File: config.mk
export PLATFORM = sky130hd
export DESIGN_NAME = i2c_target_regbank_flat
export DESIGN_NICKNAME = d
export VERILOG_FILES = /design/src/rtl/i2c_target_regbank_if.sv /design/src/rtl/i2c_target_regbank.sv /design/src/flat_wrapper.sv
export SDC_FILE = /design/constraint.sdc
export NUM_CORES = 1
export LEC_CHECK = 0
export ABC_AREA = 1
export CAP_MARGIN = 20
export CORE_AREA = 3 3 77 86
export CTS_BUF_LIST = sky130_fd_sc_hd__clkbuf_8
export DETAILED_ROUTE_END_ITERATION = 12
export DIE_AREA = 0 0 80 89
export GPL_ROUTABILITY_DRIVEN = 0
export PLACE_DENSITY = 0.85
export SYNTH_ARGS = -nofsm -noshare
export SYNTH_HDL_FRONTEND = slang
export SYNTH_SLANG_ARGS = --single-unit
File: constraint.sdc
create_clock -name PCLK -period 4.6 [get_ports PCLK]
set_clock_uncertainty 0.2 [all_clocks]
set_input_delay 0.92 -clock PCLK [delete_from_list [all_inputs] [get_ports PCLK]]
set_output_delay 0.92 -clock PCLK [all_outputs]
set_load 0.02 [all_outputs]
File: src/rtl/i2c_target_regbank_if.sv
// Open-drain I2C bus view seen by the target: sampled SCL/SDA levels in, SDA pull-down request out.
interface i2c_target_regbank_if;
    logic scl_i;
    logic sda_i;
    logic sda_oe;

    modport master (output scl_i, output sda_i, input sda_oe);
    modport slave  (input scl_i, input sda_i, output sda_oe);
endinterface

File: src/rtl/i2c_target_regbank.sv
// I2C target register bank: oversampled SCL/SDA decode, address match, byte writes/reads into a small array.
// Optional SCL/SDA glitch filter is enabled by defining I2C_TARGET_GLITCH_FILTER_EN.
module i2c_target_regbank #(
    parameter logic [6:0] TARGET_ADDR = 7'h55,
    parameter int         DEPTH       = 4,
    parameter int         FILTER_LEN  = 3,
    localparam int        IDX_W       = $clog2(DEPTH)
) (
    input  logic                  PCLK,
    input  logic                  PRESETn,
    i2c_target_regbank_if.slave   bus,
    output logic                  busy,
    output logic                  wr_stb,
    output logic [IDX_W-1:0]      wr_idx,
    output logic [7:0]            wr_byte,
    input  logic [IDX_W-1:0]      host_idx,
    output logic [7:0]            host_data
);

    typedef enum logic [2:0] {
        IDLE, ADDR, ADDR_ACK, WR_DATA, WR_ACK, RD_DATA, RD_ACK, WAIT_STOP
    } state_t;

    logic       r_sclS1, r_sclS2, r_sdaS1, r_sdaS2;
    logic       r_sclPrev, r_sdaPrev;
    logic       w_scl, w_sda;
    logic       w_sclRise, w_sclFall, w_start, w_stop;

    state_t     r_state;
    logic [2:0] r_bitCnt;
    logic [7:0] r_shift;
    logic       r_rw;
    logic       r_sdaOe;
    logic       r_busy;
    logic       r_wrStb;
    logic [IDX_W-1:0] r_wrIdx;
    logic [7:0] r_wrByte;
    logic [IDX_W-1:0] r_ptr;
    logic [7:0] r_mem [DEPTH];

    always_ff @(posedge PCLK or negedge PRESETn) begin
        if (!PRESETn) begin
            r_sclS1 <= 1'b1;
            r_sclS2 <= 1'b1;
            r_sdaS1 <= 1'b1;
            r_sdaS2 <= 1'b1;
        end else begin
            r_sclS1 <= bus.scl_i;
            r_sclS2 <= r_sclS1;
            r_sdaS1 <= bus.sda_i;
            r_sdaS2 <= r_sdaS1;
        end
    end

`ifdef I2C_TARGET_GLITCH_FILTER_EN
    localparam int CNT_W = $clog2(FILTER_LEN) + 1;

    logic             r_sclFilt, r_sdaFilt;
    logic [CNT_W-1:0] r_sclCnt, r_sdaCnt;

    // A new level is accepted only once it has been stable for FILTER_LEN cycles.
    always_ff @(posedge PCLK or negedge PRESETn) begin
        if (!PRESETn) begin
            r_sclFilt <= 1'b1;
            r_sclCnt  <= '0;
        end else if (r_sclS2 == r_sclFilt) begin
            r_sclCnt  <= '0;
        end else if (r_sclCnt == CNT_W'(FILTER_LEN - 1)) begin
            r_sclFilt <= r_sclS2;
            r_sclCnt  <= '0;
        end else begin
            r_sclCnt  <= r_sclCnt + CNT_W'(1);
        end
    end

    always_ff @(posedge PCLK or negedge PRESETn) begin
        if (!PRESETn) begin
            r_sdaFilt <= 1'b1;
            r_sdaCnt  <= '0;
        end else if (r_sdaS2 == r_sdaFilt) begin
            r_sdaCnt  <= '0;
        end else if (r_sdaCnt == CNT_W'(FILTER_LEN - 1)) begin
            r_sdaFilt <= r_sdaS2;
            r_sdaCnt  <= '0;
        end else begin
            r_sdaCnt  <= r_sdaCnt + CNT_W'(1);
        end
    end

    assign w_scl = r_sclFilt;
    assign w_sda = r_sdaFilt;
`else
    logic w_unusedFilterLen;
    assign w_unusedFilterLen = (FILTER_LEN > 0);
    assign w_scl = r_sclS2;
    assign w_sda = r_sdaS2;
`endif

    always_ff @(posedge PCLK or negedge PRESETn) begin
        if (!PRESETn) begin
            r_sclPrev <= 1'b1;
            r_sdaPrev <= 1'b1;
        end else begin
            r_sclPrev <= w_scl;
            r_sdaPrev <= w_sda;
        end
    end

    assign w_sclRise = w_scl & ~r_sclPrev;
    assign w_sclFall = ~w_scl & r_sclPrev;
    assign w_start   = w_scl & r_sclPrev & r_sdaPrev & ~w_sda;
    assign w_stop    = w_scl & r_sclPrev & ~r_sdaPrev & w_sda;

    // START/STOP override whatever the byte engine is doing; ACK states use r_bitCnt as a phase flag.
    always_ff @(posedge PCLK or negedge PRESETn) begin
        if (!PRESETn) begin
            r_state  <= IDLE;
            r_bitCnt <= 3'd0;
            r_shift  <= 8'h00;
            r_rw     <= 1'b0;
            r_sdaOe  <= 1'b0;
            r_busy   <= 1'b0;
            r_wrStb  <= 1'b0;
            r_wrIdx  <= '0;
            r_wrByte <= 8'h00;
            r_ptr    <= '0;
            for (int i = 0; i < DEPTH; i++) r_mem[i] <= 8'h00;
        end else begin
            r_wrStb <= 1'b0;
            if (w_start) begin
                r_state  <= ADDR;
                r_bitCnt <= 3'd0;
                r_ptr    <= '0;
                r_busy   <= 1'b1;
                r_sdaOe  <= 1'b0;
            end else if (w_stop) begin
                r_state  <= IDLE;
                r_busy   <= 1'b0;
                r_sdaOe  <= 1'b0;
            end else begin
                case (r_state)
                    IDLE: ;
                    ADDR: if (w_sclRise) begin
                        r_shift <= {r_shift[6:0], w_sda};
                        if (r_bitCnt == 3'd7) begin
                            r_bitCnt <= 3'd0;
                            if (r_shift[6:0] == TARGET_ADDR) begin
                                r_state <= ADDR_ACK;
                                r_rw    <= w_sda;
                            end else begin
                                r_state <= IDLE;
                            end
                        end else begin
                            r_bitCnt <= r_bitCnt + 3'd1;
                        end
                    end
                    ADDR_ACK: if (w_sclFall) begin
                        if (r_bitCnt == 3'd0) begin
                            r_sdaOe  <= 1'b1;
                            r_bitCnt <= 3'd1;
                        end else begin
                            r_bitCnt <= 3'd0;
                            if (r_rw) begin
                                r_state <= RD_DATA;
                                r_shift <= r_mem[r_ptr];
                                r_sdaOe <= ~r_mem[r_ptr][7];
                            end else begin
                                r_state <= WR_DATA;
                                r_sdaOe <= 1'b0;
                            end
                        end
                    end
                    WR_DATA: if (w_sclRise) begin
                        r_shift <= {r_shift[6:0], w_sda};
                        if (r_bitCnt == 3'd7) begin
                            r_mem[r_ptr] <= {r_shift[6:0], w_sda};
                            r_wrStb  <= 1'b1;
                            r_wrIdx  <= r_ptr;
                            r_wrByte <= {r_shift[6:0], w_sda};
                            r_ptr    <= r_ptr + IDX_W'(1);
                            r_bitCnt <= 3'd0;
                            r_state  <= WR_ACK;
                        end else begin
                            r_bitCnt <= r_bitCnt + 3'd1;
                        end
                    end
                    WR_ACK: if (w_sclFall) begin
                        if (r_bitCnt == 3'd0) begin
                            r_sdaOe  <= 1'b1;
                            r_bitCnt <= 3'd1;
                        end else begin
                            r_sdaOe  <= 1'b0;
                            r_bitCnt <= 3'd0;
                            r_state  <= WR_DATA;
                        end
                    end
                    RD_DATA: if (w_sclFall) begin
                        if (r_bitCnt == 3'd7) begin
                            r_sdaOe  <= 1'b0;
                            r_ptr    <= r_ptr + IDX_W'(1);
                            r_bitCnt <= 3'd0;
                            r_state  <= RD_ACK;
                        end else begin
                            r_shift  <= {r_shift[6:0], 1'b0};
                            r_sdaOe  <= ~r_shift[6];
                            r_bitCnt <= r_bitCnt + 3'd1;
                        end
                    end
                    RD_ACK: if (w_sclRise) begin
                        if (!w_sda) begin
                            r_bitCnt <= 3'd1;
                        end else begin
                            r_state  <= WAIT_STOP;
                            r_sdaOe  <= 1'b0;
                        end
                    end else if (w_sclFall && r_bitCnt == 3'd1) begin
                        r_shift  <= r_mem[r_ptr];
                        r_sdaOe  <= ~r_mem[r_ptr][7];
                        r_bitCnt <= 3'd0;
                        r_state  <= RD_DATA;
                    end
                    WAIT_STOP: r_sdaOe <= 1'b0;
                    default:   r_state <= IDLE;
                endcase
            end
        end
    end

    assign bus.sda_oe = r_sdaOe;
    assign busy       = r_busy;
    assign wr_stb     = r_wrStb;
    assign wr_idx     = r_wrIdx;
    assign wr_byte    = r_wrByte;
    assign host_data  = r_mem[host_idx];

endmodule

File: src/flat_wrapper.sv
// flat-port wrapper written by rule: the top's interface ports become plain ports
module i2c_target_regbank_flat 
#(
    parameter logic [6:0] TARGET_ADDR = 7'h55,
    parameter int         DEPTH       = 4,
    parameter int         FILTER_LEN  = 3,
    localparam int        IDX_W       = $clog2(DEPTH)
)
  (PCLK, PRESETn, busy, wr_stb, wr_idx, wr_byte, host_idx, host_data, bus_scl_i, bus_sda_i, bus_sda_oe);
  i2c_target_regbank_if bus_i ();
  input  logic PCLK;
  input  logic PRESETn;
  output logic busy;
  output logic wr_stb;
  output logic [IDX_W-1:0] wr_idx;
  output logic [7:0] wr_byte;
  input  logic [IDX_W-1:0] host_idx;
  output logic [7:0] host_data;
  input wire logic [$bits(bus_i.scl_i)-1:0] bus_scl_i;
  input wire logic [$bits(bus_i.sda_i)-1:0] bus_sda_i;
  output wire logic [$bits(bus_i.sda_oe)-1:0] bus_sda_oe;
  assign bus_i.scl_i = bus_scl_i;
  assign bus_i.sda_i = bus_sda_i;
  assign bus_sda_oe = bus_i.sda_oe;
  i2c_target_regbank #(.TARGET_ADDR(TARGET_ADDR), .DEPTH(DEPTH), .FILTER_LEN(FILTER_LEN)) u_core (.PCLK(PCLK), .PRESETn(PRESETn), .bus(bus_i), .busy(busy), .wr_stb(wr_stb), .wr_idx(wr_idx), .wr_byte(wr_byte), .host_idx(host_idx), .host_data(host_data));
endmodule
==> results.cfg, run 1 <==
[status]
status = complete, no violations

[die]
num_rows = 29
initial_core_util_pct = 64.2
ios = 27
fp.dieArea_mm2 = 0.00712
die_x_um = 80
core_mm2 = 0.00581
die_height_um = 89

[yosys]
synthArstFlopShare_pct = 100
syn_area_mm2 = 0.00373
synthTopCellsByCount = nand2_1 (148), dfrtp_1 (61), o21ai_0 (59)
synth_compound_area_share_pct = 15.2
synth_area_leader_cell = dfrtp_1
synth-main-ff-cell = dfrtp_1
synth_fp_nets = 498
synth_edf_count = 0
synth_fa_ha_area_share_pct = 2.68
synth_simple_gate_area_share_pct = 30.2
ys_ff_latch = 67
yosysMostFrequentCell = nand2_1
synth.distinct_cells = 31
synthXorXnorAreaFrac_pct = 0
ys_seq_area_share_pct = 45.2
ys_top_cells_by_area = dfrtp_1 (41%), nand2_1 (15%), o21ai_0 (7.9%)
syn_inst = 484
synth_top_family_by_area = simple AND/OR/NAND/NOR gates
synthMuxAreaShare_pct = 0
yosys.area.top_type_share_pct = 40.9
yosys_warnings = 0
avgSynthCellArea_um2 = 7.71

[cells_and_area]
n_fill_cell = 471
drive_gt1_share_pct = 10.5
nNetsFinal = 521
area_growth_syn_to_layout_pct = 13.0
final_cells = 589
antennaDiodeCount = 0

[sta]
min_period_over_period_pct = 85.1
tns_ns = 0
slew_viol_final = 0
rsz0062_at_grt = false
hold_viol = 0
timing.hold.ws_ns = 0.159
slew-limit-headroom_pct = 29.2
layout_min_cycle_time_ns = 3.91
tightest_slew_ns = 1.05
setup_viol = 0
setup_slack_ns = 0.687
max_freq_mhz = 256

[detailed_routing]
avgRoutedWirePerCell_um = 15.5
drtPass1Iterations = 7
drt-initial-drc-count = 302
drcViolationCount = 0
drt_wl_total_um = 9120
vias_per_cell = 5.85
ant_nets = 0
vias = 3445

[placed_design]
port_buffers = 26
preCtsSetupSlack_ns = 0.714
dp_cells = 573
dp_hpwl_um = 6360

[global_routing]
grt_overflow = 0
groute.usage.overall_pct = 28.3
grt_max_degree = 47
grt_pass1_vias = 3385
antenna_found_initial = 0
grt_pass1_wl_um = 15600

[cts]
cts_buffer_depth = 2
clk_latency_ns = 0.35
cts_hold_buf = 0
cts_setup_buffers = 0
cts_root_buf = clkbuf_8
cts_resized = 0
clk_pin_slew_ns = 0.07
cts_made_buffers = 9
clock_sinks = 67
cts_tree = done
ctsHtreeMaxLevel = 3

[critical_path]
cp.arrival_ns = 2.79
crit_path_end_kind = output port
critPathRequiredTime_ns = 3.48
crit_type = in2out
path_max_fanout = 17
cp-start-kind = primary input

[pwr]
combPwrFrac_pct = 12.9
power_frac_seq_pct = 46.7
peakVddDrop_v = 0.000210
p_leak_nw = 2.05
sw_frac_of_total_pct = 25.6
clkPwrFrac_pct = 40.4
power_density_mw_per_mm2 = 322
power.internal_w = 0.00101
power.switching_w = 0.000348

[job]
cap_viol_max_count = 0

[min_path]
hp-class = reg2reg
worst paths after layout:
| path | from | depth (start not counted) | slack, ns | end |
|---|---|---|---|---|
| setup / recovery | host_idx[0] | 6 | 0.69 | host_data[4] |
| setup reg to reg | u_core.r_ptr[0]$_DFFE_PN0P_ | 10 | 1.91 | u_core.bus.sda_oe$_DFFE_PN0P_ |
| min in group asynchronous | PRESETn | 1 | 0.53 | u_core.r_mem[25]$_DFFE_PN0P_ |
| max in group asynchronous | PRESETn | 2 | 2.76 | u_core.r_sclS1$_DFF_PN1_ |
| hold / removal | u_core.r_sclS1$_DFF_PN1_ | 0 | 0.16 | u_core.r_sclS2$_DFF_PN1_ |
| hold reg to reg | u_core.r_sclS1$_DFF_PN1_ | 0 | 0.16 | u_core.r_sclS2$_DFF_PN1_ |
layout make-up:
cell class	count	area [µm²]	share of cell area, %
inverter	37	144	3.41
multi-input combinational	364	1790	42.6
sequential	67	1680	39.9
clock buffer	11	151	3.59
tap	77	96.3	2.28
timing repair buffer	28	270	6.41
clock inverter	5	76.3	1.81
cell families (layout without fill, tap and decap cells):
logic type      Yosys count  count (layout)
fa+ha+maj                 8               8
buf+inv                  53              81
simple gates            253             253
compound gates          103             103
flops                    67              67
power groups by stage:
| stage | registers, W | clock network, W | logic, W |
|---|---|---|---|
| floorplan | 0.000646 | 0 | 0.000104 |
| global placement | 0.000643 | 0 | 0.000167 |
| detailed placement | 0.000645 | 0 | 0.000173 |
| CTS | 0.000634 | 0.000557 | 0.000174 |
| global route | 0.000636 | 0.000582 | 0.000199 |
| finish | 0.000634 | 0.000548 | 0.000175 |
layout by cell type, fill, tap and decap left out, drive strengths merged:
cell           instances
a21oi                  6
a22oi                  1
a31oi                  7
buf                    3
bufinv                 2
clkbuf                11
clkdlybuf4s50         25
clkinv                 3
clkinvlp               1
dfrtp                 61
dfstp                  6
ha                     8
inv                   36
nand2                157
nand3                 32
nand4                  6
nor2                  55
nor3                   3
o21ai                 80
o22ai                  9
routing by layer:
layer  vias up  track usage, %  wire length (µm)
met1      1601            34.5              3600
li1       1632               -                 -
met2       174            44.9              4450
met4         0            18.6               420
met3        38            6.96               646
met5         -               0                 0
critical path: stages:
cell             delay [ns]
clkdlybuf4s50_1        0.40
buf_4                  0.19
inv_1                  0.34
o21ai_0                0.15
o22ai_1                0.15
clkdlybuf4s50_1        0.63
registers in the layout, summed over array words and instances (netlist names):
| name | flops |
|---|---|
| u_core.r_mem | 32 |
| u_core.wr_byte | 8 |
| u_core.r_shift | 7 |
| u_core.r_bitCnt | 3 |
| u_core.r_state | 3 |
| u_core.r_ptr | 2 |
| u_core.wr_idx | 2 |
| u_core.bus.sda_oe | 1 |
| u_core.busy | 1 |
| u_core.r_rw | 1 |
| u_core.r_sclPrev | 1 |
| u_core.r_sclS1 | 1 |
| u_core.r_sclS2 | 1 |
| u_core.r_sdaPrev | 1 |
| u_core.r_sdaS1 | 1 |
| u_core.r_sdaS2 | 1 |
| u_core.wr_stb | 1 |
through the flow:
stage	cell area, µm²	power, W	utilization, %
after floorplan	3730	0.000751	-
after global placement	3990	0.000810	68.7
after detailed placement	3990	0.000818	68.7
after CTS	4220	0.00136	72.6
after global routing	4220	0.00142	72.6
final	4220	0.00136	72.6
Power figures use the tool's default switching activity.
==> inputs of run 2 (changes only) <==
--- a/config.mk
+++ b/config.mk
@@ -6,13 +6,14 @@
 export NUM_CORES = 1
 export LEC_CHECK = 0
 export ABC_AREA = 1
+export ABC_CLOCK_PERIOD_IN_PS = 4600
 export CAP_MARGIN = 20
-export CORE_AREA = 3 3 77 86
+export CORE_AREA = 3 3 80 82
 export CTS_BUF_LIST = sky130_fd_sc_hd__clkbuf_8
 export DETAILED_ROUTE_END_ITERATION = 12
-export DIE_AREA = 0 0 80 89
+export DIE_AREA = 0 0 83 85
 export GPL_ROUTABILITY_DRIVEN = 0
-export PLACE_DENSITY = 0.85
+export PLACE_DENSITY = 0.86
 export SYNTH_ARGS = -nofsm -noshare
 export SYNTH_HDL_FRONTEND = slang
 export SYNTH_SLANG_ARGS = --single-unit
==> run 2 against run 1 <==
Combinational power up 2%. Design area down 1.5%. Maximum frequency up 2.3%. Register-to-register slack better by 0.07 ns. Total power down 7.8%. Wire length up 1.8%. Non-clock buffer count unchanged. Critical path type unchanged. Critical endpoint is now host_data[6].
==> results.cfg, run 2 (synthesis results as in run 1) <==
[cells_and_area]
antennaDiodeCount = 0
nNetsFinal = 521
final_common_cell = nand2_1
n_fill_cell = 491
multi_input_area_mm2 = 0.00179
final_cells = 587
seqCellArea_mm2 = 0.00168
final_cell_mix = nand2_1 (148), dfrtp_1 (61), o21ai_0 (59)
regMostFlops = u_core.r_mem
final_cell_area_mm2 = 0.00416
largest_reg_flops = 32
area_growth_syn_to_layout_pct = 11.4
drive_gt1_share_pct = 10.5
final_util_pct = 71.5

[die]
die_height_um = 85
num_rows = 28
ios = 27
initial_core_util_pct = 64.1
fp.dieArea_mm2 = 0.00706
die_x_um = 83
core_mm2 = 0.00582

[sta]
rsz0062_at_grt = false
layout_min_cycle_time_ns = 3.82
slew_viol_final = 0
max_freq_mhz = 261
hold_viol = 0
setup_viol = 0
slew-limit-headroom_pct = 34.5
tightest_slew_ns = 0.975
setup_slack_ns = 0.775
min_period_over_period_pct = 83.1
tns_ns = 0

[critical_path]
crit_chain = clkdlybuf4s50_1 > inv_1 > o21ai_0 > o22ai_1 > clkdlybuf4s50_1
critPathRequiredTime_ns = 3.48
crit_type = in2out
crit_path_end_kind = output port
endpoint = host_data[6]
r2r_end = u_core.r_mem[13]$_DFFE_PN0P_
rrSetupSlack_ns = 1.98
worstReg2RegStart = u_core.r_ptr[0]$_DFFE_PN0P_
cpMostUsedCell = clkdlybuf4s50_1
cp-start-kind = primary input
timing.critical_path.from = host_idx[0]
path_max_fanout = 16
r2r_cells = 4
cp.arrival_ns = 2.70
cpMaxStageDelayCell = clkdlybuf4s50_1
max_stage_delay_ns = 0.63

[cts]
clk_pin_slew_ns = 0.07
cts_buffer_depth = 2
cts_root_buf = clkbuf_8
ctsHtreeMaxLevel = 3
cts_hold_buf = 0
cts_made_buffers = 9
cts_setup_buffers = 0
clk_latency_ns = 0.36
cts_resized = 0
cts_tree = done
clock_sinks = 67

[global_routing]
antenna_found_initial = 0
grt_pass1_vias = 3219
groute.usage.overall_pct = 28.2
grt_pass1_wl_um = 15800
grt_overflow = 0
grt_max_degree = 39

[detailed_routing]
drcViolationCount = 0
vias = 3488
drt_wl_total_um = 9280
avgRoutedWirePerCell_um = 15.8
drtPass1Iterations = 5
ant_nets = 0
vias_per_cell = 5.94
drt-initial-drc-count = 517

[job]
cap_viol_max_count = 0

[status]
status = complete, no violations

[placed_design]
dp_cells = 571
dp_hpwl_um = 6420
dpl_cell_area_mm2 = 0.00399
preCtsSetupSlack_ns = 0.849
port_buffers = 26

[pwr]
power_density_mw_per_mm2 = 301
peakVddDrop_v = 0.000322
p_leak_nw = 2.02

[min_path]
hp-class = reg2reg
[run 2: how the worst min path moves through the flow]
| stage | startpoint | to | slack, ns | depth (start not counted) |
|---|---|---|---|---|
| finish | u_core.r_sclS1$_DFF_PN1_ | u_core.r_sclS2$_DFF_PN1_ | 0.16 | 0 |
| global route | u_core.r_sdaS1$_DFF_PN1_ | u_core.r_sdaS2$_DFF_PN1_ | 0.16 | 0 |
| CTS | u_core.r_sclS1$_DFF_PN1_ | u_core.r_sclS2$_DFF_PN1_ | 0.16 | 0 |
| detailed placement | u_core.r_sclS1$_DFF_PN1_ | u_core.r_sclS2$_DFF_PN1_ | 0.15 | 0 |
| global placement | u_core.r_sdaS1$_DFF_PN1_ | u_core.r_sdaS2$_DFF_PN1_ | 0.15 | 0 |
| floorplan | u_core.r_sclS1$_DFF_PN1_ | u_core.r_sclS2$_DFF_PN1_ | 0.15 | 0 |
[run 2: worst max-delay path, delay by kind of cell]
family / cells / cell delay, ns
AOI/OAI and AO/OA: 2 / 0.33
buffers and inverters: 3 / 1.45
[run 2: cell type report]
type                    instances  area share [%]
flip-flops and latches         67            40.5
clock buffers                   9            2.98
repair buffers                 28            6.50
multi-input cells             364            43.2
inverters                      37            3.46
well taps                      75            2.26
clock inverters                 7            1.08
[run 2: stage by stage]
stage / total power (W) / hold WS, ns
after global placement: 0.000813 / 0.146
after floorplan: 0.000751 / 0.145
after CTS: 0.00125 / 0.157
after detailed placement: 0.000821 / 0.147
final: 0.00125 / 0.157
after global routing: 0.00131 / 0.161
[run 2: layer usage]
metal	up-vias	routed length (µm)	global-route usage [%]
met2	205	4110	43.1
li1	1631	-	-
met5	-	0	0
met4	0	259	12.0
met1	1620	4010	39.8
met3	32	893	5.05
[run 2: report_power, final]
group	internal, W	switching, W
Combinational	0.0000665	0.000113
Clock	0.000193	0.000246
Sequential	0.000612	0.0000223
==> inputs of run 3 (changes only) <==
--- a/config.mk
+++ b/config.mk
@@ -6,14 +6,14 @@
 export NUM_CORES = 1
 export LEC_CHECK = 0
 export ABC_AREA = 1
-export ABC_CLOCK_PERIOD_IN_PS = 4600
+export ABC_CLOCK_PERIOD_IN_PS = 3780
 export CAP_MARGIN = 20
-export CORE_AREA = 3 3 80 82
+export CORE_AREA = 3 3 83 85
 export CTS_BUF_LIST = sky130_fd_sc_hd__clkbuf_8
 export DETAILED_ROUTE_END_ITERATION = 12
-export DIE_AREA = 0 0 83 85
+export DIE_AREA = 0 0 86 88
 export GPL_ROUTABILITY_DRIVEN = 0
-export PLACE_DENSITY = 0.86
+export PLACE_DENSITY = 0.8
 export SYNTH_ARGS = -nofsm -noshare
 export SYNTH_HDL_FRONTEND = slang
 export SYNTH_SLANG_ARGS = --single-unit
==> constraint.sdc (replaced) <==
create_clock -name PCLK -period 3.78 [get_ports PCLK]
set_clock_uncertainty 0.2 [all_clocks]
set_input_delay 0.756 -clock PCLK [delete_from_list [all_inputs] [get_ports PCLK]]
set_output_delay 0.756 -clock PCLK [all_outputs]
set_load 0.02 [all_outputs]
==> run 3 against run 2 <==
Hold slack gained 0.00058 ns. Via count shrank 1.3%. Wire length shrank 2.3%. Critical path type unchanged. Critical endpoint is now host_data[4]. Largest power group unchanged.
==> results.cfg, run 3 (synthesis results as in run 1) <==
[status]
status = complete, no violations

[cts]
ctsHtreeMaxLevel = 3
cts_resized = 0
clk_pin_slew_ns = 0.07
cts_setup_buffers = 0
cts_root_buf = clkbuf_8
clk_latency_ns = 0.34
cts_buffer_depth = 2
cts_tree = done
cts_hold_buf = 0
cts_made_buffers = 9
clock_sinks = 67

[sta]
tns_ns = 0
slew-limit-headroom_pct = 51.7
max_freq_mhz = 280
rsz0062_at_grt = false
tightest_slew_ns = 0.724
min_period_over_period_pct = 94.6
setup_viol = 0
slew_viol_final = 0
layout_min_cycle_time_ns = 3.58
hold_viol = 0

[pwr]
peakVddDrop_v = 0.000343
power_density_mw_per_mm2 = 382
p_leak_nw = 2.06

[placed_design]
port_buffers = 26
dp_hpwl_um = 6440

[detailed_routing]
drcViolationCount = 0
drt_wl_total_um = 9060
avgRoutedWirePerCell_um = 15.3
ant_nets = 0
vias = 3444
vias_per_cell = 5.83
drtPass1Iterations = 6
drt-initial-drc-count = 506

[critical_path]
cp.arrival_ns = 2.62
crit_chain = clkdlybuf4s50_1 > inv_1 > o21ai_0 > o22ai_1 > clkdlybuf4s50_1
crit_path_end_kind = output port
critPathRequiredTime_ns = 2.82
cp_top_family = buffers and inverters
cpMostUsedCell = clkdlybuf4s50_1
path_max_fanout = 16
crit_type = in2out
cp.depth = 5
max_stage_delay_ns = 0.63
crit_buf_inv = 3
cpMaxStageDelayCell = clkdlybuf4s50_1
cp-start-kind = primary input
r2r_cells = 4

[cells_and_area]
drive_gt1_share_pct = 10.9
multi_input_area_mm2 = 0.00179
n_fill_cell = 526
seqCellArea_mm2 = 0.00168
final_cell_mix = nand2_1 (148), dfrtp_1 (61), o21ai_0 (59)
regMostFlops = u_core.r_mem
antennaDiodeCount = 0
final_util_pct = 67.2
area_growth_syn_to_layout_pct = 13.0
nNetsFinal = 523
final_common_cell = nand2_1
largest_reg_flops = 32

[die]
ios = 27
die_height_um = 88
initial_core_util_pct = 59.4
core_mm2 = 0.00628
die_x_um = 86
fp.dieArea_mm2 = 0.00757
num_rows = 29

[global_routing]
antenna_found_initial = 0
groute.usage.overall_pct = 26.6
grt_max_degree = 34
grt_pass1_vias = 3286
grt_overflow = 0
grt_pass1_wl_um = 15800

[min_path]
hp-class = reg2reg
hold_depth = 0

[job]
cap_viol_max_count = 0
run 3: cell types whose count changed in the layout (fill, tap and decap cells not counted):
cell	previous run	this run
buf_4	2	4
clkinv_2	2	1
clkinvlp_4	3	0
bufinv_16	0	1
clkbuf_8	9	12
run 3: path summary, 6_finish.rpt:
check,start,endpoint,slack [ns]
worst min register to register,u_core.r_sclS1$_DFF_PN1_,u_core.r_sclS2$_DFF_PN1_,0.16
max in group asynchronous,PRESETn,u_core.r_mem[3]$_DFFE_PN0P_,2.37
worst min-delay path,u_core.r_sclS1$_DFF_PN1_,u_core.r_sclS2$_DFF_PN1_,0.16
min in group asynchronous,PRESETn,u_core.wr_idx[0]$_DFFE_PN0P_,0.27
worst max register to register,u_core.r_ptr[0]$_DFFE_PN0P_,u_core.r_mem[29]$_DFFE_PN0P_,1.13
worst max-delay path,host_idx[0],host_data[4],0.20
run 3: through the flow:
step	area, µm²	hold slack (ns)	power (W)	instances	setup slack, ns
after CTS	4220	0.159	0.00162	591	0.210
after floorplan	3730	0.145	0.000914	484	1.24
after detailed placement	4000	0.147	0.000999	575	0.233
final	4220	0.158	0.00161	591	0.205
after global routing	4220	0.163	0.00168	591	0.0427
after global placement	4000	0.146	0.000992	575	0.334
run 3: routing by layer:
layer	share of wire, %	global-route usage [%]
met4	2.0	11.4
met5	0	0
met1	45	38.0
met2	44	39.5
met3	8.6	5.27
run 3: power by group:
| part | switching (W) | total [W] | internal, W | leakage [nW] |
|---|---|---|---|---|
| clock network | 0.000266 | 0.000624 | 0.000358 | 0.114 |
| registers | 0.0000249 | 0.000770 | 0.000745 | 0.908 |
| logic | 0.000135 | 0.000216 | 0.0000818 | 1.03 |
| total | 0.000426 | 0.00161 | 0.00118 | 2.06 |
run 3: layout make-up:
| type | count | share of cell area, % |
|---|---|---|
| clock buffer | 12 | 3.92 |
| clock inverter | 4 | 1.13 |
| inverter | 37 | 3.41 |
| multi-input combinational | 364 | 42.6 |
| sequential | 67 | 39.9 |
| tap | 77 | 2.28 |
| timing repair buffer | 30 | 6.77 |
